[config.mk]
export PLATFORM = sky130hd
export DESIGN_NAME = cd_tx_sched
export DESIGN_NICKNAME = d
export VERILOG_FILES = /design/src/rtl/cd_tx_sched.sv
export SDC_FILE = /design/constraint.sdc
export NUM_CORES = 1
export LEC_CHECK = 0
export BUFFER_PORTS_ARGS = -buffer_cell sky130_fd_sc_hd__buf_4
export CORE_UTILIZATION = 30
export CTS_BUF_LIST = sky130_fd_sc_hd__clkbuf_2 sky130_fd_sc_hd__clkbuf_4 sky130_fd_sc_hd__clkbuf_8
export CTS_CLUSTER_SIZE = 24
export DETAILED_ROUTE_END_ITERATION = 10
export PLACE_DENSITY = 0.59
export SLEW_MARGIN = 0
export SYNTH_ARGS = -nofsm -noshare
export SYNTH_HDL_FRONTEND = slang
export SYNTH_SLANG_ARGS = --single-unit
[constraint.sdc]
create_clock -name clk -period 2.16 [get_ports clk]
set_input_delay 0.54 -clock clk [delete_from_list [all_inputs] [get_ports clk]]
set_output_delay 0.54 -clock clk [all_outputs]
set_load 0.005 [all_outputs]
[src/rtl/cd_tx_sched.sv]
// Two-slot frame transmit scheduler: round-robin slot grant, optional break
// character, buffer fetch, byte streaming with trailing 16-bit CRC, and
// collision retry / bit-error / cancel handling toward a serializer.
module cd_tx_sched (
  input  logic        clk,
  input  logic        reset,
  input  logic [1:0]  req,
  input  logic [7:0]  len0,
  input  logic [7:0]  len1,
  input  logic        cfg_break,
  input  logic [3:0]  max_retry,
  input  logic        cancel,
  output logic        rd_sel,
  output logic [7:0]  rd_addr,
  input  logic [7:0]  rd_data,
  output logic [7:0]  data,
  output logic        has_data,
  input  logic        ack_data,
  output logic        is_crc_byte,
  output logic        is_last_byte,
  input  logic [15:0] crc_data,
  output logic        has_break,
  input  logic        ack_break,
  input  logic        cd,
  input  logic        err,
  output logic        abort,
  output logic [1:0]  done,
  output logic [1:0]  fail,
  output logic        busy
);

  localparam int unsigned LEN_W   = 8;
  localparam int unsigned RETRY_W = 4;

  typedef enum logic [2:0] {
    IDLE, BRK, FETCH, SEND, CRC_L, CRC_H, FIN
  } state_t;

  state_t             state_q, state_d;
  logic               sel_q, sel_d;
  logic               last_grant_q, last_grant_d;
  logic [LEN_W-1:0]   len_q, len_d;
  logic [LEN_W-1:0]   addr_q, addr_d;
  logic [LEN_W-1:0]   data_q, data_d;
  logic [RETRY_W-1:0] retry_q, retry_d;
  logic [1:0]         ld_q, ld_d;        // buffer read pipeline: 1 = addr issued, 2 = data arriving
  logic               has_data_q, has_data_d;
  logic               has_break_q, has_break_d;
  logic               crc_q, crc_d;
  logic               last_q, last_d;
  logic               abort_q, abort_d;
  logic [1:0]         done_q, done_d;
  logic [1:0]         fail_q, fail_d;
  logic               busy_q, busy_d;
  logic               gnt;
  logic [LEN_W-1:0]   gnt_len;
  logic [1:0]         sel_mask;
  logic               coll_state;

  // Next-state and registered-output computation
  always_comb begin
    state_d      = state_q;
    sel_d        = sel_q;
    last_grant_d = last_grant_q;
    len_d        = len_q;
    addr_d       = addr_q;
    data_d       = data_q;
    retry_d      = retry_q;
    ld_d         = ld_q;
    has_data_d   = has_data_q;
    has_break_d  = has_break_q;
    crc_d        = crc_q;
    last_d       = last_q;
    abort_d      = 1'b0;
    done_d       = 2'b00;
    fail_d       = 2'b00;
    gnt          = (req == 2'b11) ? ~last_grant_q : req[1];
    gnt_len      = gnt ? len1 : len0;
    sel_mask     = sel_q ? 2'b10 : 2'b01;
    coll_state   = (state_q == BRK) || (state_q == SEND) ||
                   (state_q == CRC_L) || (state_q == CRC_H);

    case (state_q)
      IDLE: begin
        if (req != 2'b00) begin
          sel_d   = gnt;
          len_d   = gnt_len;
          retry_d = '0;
          addr_d  = '0;
          if (gnt_len == '0) begin
            fail_d  = gnt ? 2'b10 : 2'b01;
            state_d = FIN;
          end else if (cfg_break) begin
            has_break_d = 1'b1;
            state_d     = BRK;
          end else begin
            ld_d    = 2'd1;
            state_d = FETCH;
          end
        end
      end
      FIN: begin
        last_grant_d = sel_q;
        state_d      = IDLE;
      end
      default: begin
        if (cancel || (coll_state && (cd || err))) begin
          has_data_d  = 1'b0;
          has_break_d = 1'b0;
          crc_d       = 1'b0;
          last_d      = 1'b0;
          ld_d        = 2'd0;
        end
        if (cancel) begin
          abort_d = 1'b1;
          fail_d  = sel_mask;
          state_d = FIN;
        end else if (coll_state && err) begin
          fail_d  = sel_mask;
          state_d = FIN;
        end else if (coll_state && cd) begin
          if (retry_q == max_retry) begin
            fail_d  = sel_mask;
            state_d = FIN;
          end else begin
            if (retry_q != '1) retry_d = retry_q + RETRY_W'(1);
            addr_d = '0;
            if (cfg_break) begin
              has_break_d = 1'b1;
              state_d     = BRK;
            end else begin
              ld_d    = 2'd1;
              state_d = FETCH;
            end
          end
        end else begin
          case (state_q)
            BRK: begin
              if (ack_break) begin
                has_break_d = 1'b0;
                ld_d        = 2'd1;
                state_d     = FETCH;
              end
            end
            FETCH: begin
              if (ld_q == 2'd2) begin
                data_d     = rd_data;
                has_data_d = 1'b1;
                ld_d       = 2'd0;
                state_d    = SEND;
              end else begin
                ld_d = 2'd2;
              end
            end
            SEND: begin
              if (ld_q == 2'd1) begin
                ld_d = 2'd2;
              end else if (ld_q == 2'd2) begin
                data_d = rd_data;
                ld_d   = 2'd0;
              end else if (ack_data) begin
                if (addr_q == len_q - LEN_W'(1)) begin
                  data_d  = crc_data[7:0];
                  crc_d   = 1'b1;
                  state_d = CRC_L;
                end else begin
                  addr_d = addr_q + LEN_W'(1);
                  ld_d   = 2'd1;
                end
              end
            end
            CRC_L: begin
              if (ack_data) begin
                data_d  = crc_data[15:8];
                last_d  = 1'b1;
                state_d = CRC_H;
              end
            end
            CRC_H: begin
              if (ack_data) begin
                has_data_d = 1'b0;
                crc_d      = 1'b0;
                last_d     = 1'b0;
                done_d     = sel_mask;
                state_d    = FIN;
              end
            end
            default: state_d = IDLE;
          endcase
        end
      end
    endcase
    busy_d = (state_d != IDLE);
  end

  // State and output registers with synchronous reset
  always_ff @(posedge clk) begin
    if (reset) begin
      state_q      <= IDLE;
      sel_q        <= 1'b0;
      last_grant_q <= 1'b1;
      len_q        <= '0;
      addr_q       <= '0;
      data_q       <= '0;
      retry_q      <= '0;
      ld_q         <= 2'd0;
      has_data_q   <= 1'b0;
      has_break_q  <= 1'b0;
      crc_q        <= 1'b0;
      last_q       <= 1'b0;
      abort_q      <= 1'b0;
      done_q       <= 2'b00;
      fail_q       <= 2'b00;
      busy_q       <= 1'b0;
    end else begin
      state_q      <= state_d;
      sel_q        <= sel_d;
      last_grant_q <= last_grant_d;
      len_q        <= len_d;
      addr_q       <= addr_d;
      data_q       <= data_d;
      retry_q      <= retry_d;
      ld_q         <= ld_d;
      has_data_q   <= has_data_d;
      has_break_q  <= has_break_d;
      crc_q        <= crc_d;
      last_q       <= last_d;
      abort_q      <= abort_d;
      done_q       <= done_d;
      fail_q       <= fail_d;
      busy_q       <= busy_d;
    end
  end

  assign rd_sel       = sel_q;
  assign rd_addr      = addr_q;
  assign data         = data_q;
  assign has_data     = has_data_q;
  assign has_break    = has_break_q;
  assign is_crc_byte  = crc_q;
  assign is_last_byte = last_q;
  assign abort        = abort_q;
  assign done         = done_q;
  assign fail         = fail_q;
  assign busy         = busy_q;

endmodule

==> out/qor.yml <==
status: "finished, violations left"
violations: "setup timing"
dpl.hpwl_mm: 7.418
start_util_pct: 30.71
min_period_ns: 2.201
rsz0062_at_grt: "true"
fin_tns_setup_ns: -0.1406
viasPerCell: 5.137
startpoint: "len_q[3]"
finalMaxSlewViolations: 0
worst_hold_slack_ns: 0.4693
setup_slack_ns: -0.04082
final_cells: 659
cap_violations: 0
routed_wl_mm: 9.438
syn_to_final_growth_pct: 49.54
skew_ns: 0.009134
cts.htree.levels: 2
synth_cell_types: 62
io_pins: 81
core.rowCount: 36
synth_edf_count: 0
grt_pass1_vias: 3196
syn_nets: 443
die_y_um: 101.8
hold_violations: 0
synth_seq_cells: 45
overflow: 0
fin_crit_sh_pct: 101.9
max_slew_margin_pct: 66.03
reg2reg_slack_ns: -0.04
nFillCells: 999
yosysWarnings: 0
grt_max_degree: 37
grt_pass1_wl_mm: 14.92
syn_area_mm2: 0.002988
grt_antenna_before_repair: 0
cts_tree: "done"
critPathLaunchType: "register"
endpoint_kind: "register"
tightest_slew_ns: 0.5072
drt-pass1-iter-count: 5
path_clk_slew_ns: 0.09
max_freq_mhz: 454.4
avgSynthCellArea_um2: 7.741
synthArstFlopShare_pct: 0
ys.flop_type: "dfxtp_1"
powerDensity_mw_per_mm2: 884.9
clk_latency_ns: 0.30
die_x_um: 101.8
r2r_start: "len_q[3]"
synth_cells: 386
leakage_nw: 1.916
clockRootBuffer: "clkbuf_8"
remaining_drc_errors: 0
arrival_ns: 2.40
crit_path_max_fanout: 4
cts_buffers: 5
core_area_mm2: 0.009729
drt_iter0_markers: 137
yosysTopAreaCellShare_pct: 30.15
reg2regPathDepth: 8
route.antenna.remaining_nets: 0
hold_class: "register to register"
critPathCapture: "ld_q[0]"
yosys-top-cells-area: "dfxtp_1, a211oi_1, nand2_1, mux2i_1, nor2_1"
die_area_mm2: 0.01036
synth_seq_area_share_pct: 30.15
synth_most_common_cell: "dfxtp_1"
nNetsFinal: 583
io_buffer_count: 80
vias: 3385
drive_above_1_share_pct: 36.50
routedWlPerCell_um: 14.32
n_antenna_cell: 0
synthTopCellsByCount: "dfxtp_1, nand2_1, nor2_1"
ir_drop_mv: 0.4298
post-place-cells: 647
gp_congestion: 0.8844
track_usage_pct: 18.46
clk_path_buf_depth: 2
report.final.setup_viol: 6
required_ns: 2.36
r2r_end: "ld_q[0]"
worstSetupPathType: "register to register"
yosysTopAreaCell: "dfxtp_1"
cts.sinks: 45
## repair_timing
action,4_1_cts,5_1_grt
hold buffers,0,0
endpoints found under the setup margin,20,21
setup buffers,4,1
hold endpoints to repair,0,0
pin swaps,7,8
resized for setup,9,18
## report_power, final
| group | internal, mW | switching (mW) | leakage, nW |
|---|---|---|---|
| combinational | 1.13 | 1.18 | 1.50 |
| clock | 0.267 | 0.285 | 0.0477 |
| sequential | 0.967 | 0.121 | 0.368 |
| total | 2.36 | 1.59 | 1.92 |
## worst min path at each step
| stage | endpoint | slack, ns | from | cells after the start |
|---|---|---|---|---|
| 2_1_floorplan | data[7] | 0.45 | data[7] | 2 |
| 5_1_grt | data[7] | 0.49 | data[7] | 2 |
| 3_3_place_gp | data[1] | 0.45 | data[1] | 2 |
| 6_report | data[7] | 0.47 | data[7] | 2 |
| 3_5_place_dp | data[7] | 0.45 | data[7] | 2 |
| 4_1_cts | data[7] | 0.47 | data[7] | 2 |
## kinds of logic (layout without fill, tap and decap cells)
family	Yosys count	count (layout)	share of synthesized area [%]
xor gates and xnor gates	16	16	5.151
AOI/OAI and AO/OA	107	107	25.17
buffers and inverters	37	177	4.899
adders and majority gates	4	4	1.591
and+or+nand+nor	163	163	28.35
DFF	45	45	30.15
muxes	14	14	4.690
## layer usage
layer / up-vias / share of wire (%) / GRT usage, %
met3: 18 / 4.8 / 2.622
met1: 1558 / 46 / 23.87
li1: 1713 / - / -
met4: 0 / 2.5 / 8.696
met5: - / 0 / 0
met2: 96 / 47 / 30.25
## metrics by stage
step / instance area (µm²) / utilization [%] / total power, mW / setup slack [ns]
2_1_floorplan: 3030 / - / 2.311 / -0.1315
3_3_place_gp: 4232 / 43.49 / 3.254 / -0.1505
4_1_cts: 4395 / 45.18 / 3.889 / -0.04731
6_report: 4468 / 45.92 / 3.954 / -0.04082
3_5_place_dp: 4232 / 43.49 / 3.284 / -0.1930
5_1_grt: 4468 / 45.92 / 4.264 / -0.1103
## state kept, by name (all words and copies together), names as in the netlist
signal,cells
abort,1
busy,1
data,8
done,2
fail,2
has_break,1
has_data,1
is_crc_byte,1
is_last_byte,1
last_grant_q,1
ld_q,2
len_q,8
rd_addr,8
rd_sel,1
retry_q,4
state_q,3
## worst max-delay path, cell delays in order (launching register included)
cell	delay, ns
dfxtp_2	0.32
or4_4	0.53
a2111oi_4	0.23
nor3_2	0.10
buf_4	0.16
o31a_1	0.36
buf_4	0.16
o211ai_1	0.15
a21oi_1	0.08
## placed cells by master (no fill, tap or decap), types with 4 or more instances in the layout
master,Yosys,final
a31oi_1,8,8
a211oi_1,20,12
nand3b_1,4,4
inv_1,15,15
mux2i_1,14,14
nand4_1,8,8
xnor2_1,8,8
nand3_1,20,17
buf_6,1,4
nor4_1,4,4
xor2_1,7,7
o21ai_0,15,14
nor3_1,11,11
a21oi_1,20,20
and2_1,5,5
buf_4,0,149
dfxtp_1,45,42
nor2_1,36,34
clkbuf_8,0,6
nor2b_1,7,7
a22oi_1,7,7
a211oi_2,0,6
and3_1,5,5
nand2_1,38,38
## cell type report
| cell class | count | area (µm²) | share of cell area [%] |
|---|---|---|---|
| clock buffer | 7 | 90.09 | 2.016 |
| timing repair buffer | 154 | 1184 | 26.49 |
| multi-input combinational | 304 | 2063 | 46.18 |
| sequential | 45 | 904.6 | 20.25 |
| tap | 133 | 166.4 | 3.724 |
| inverter | 16 | 60.06 | 1.344 |
Power figures use the tool's default switching activity.
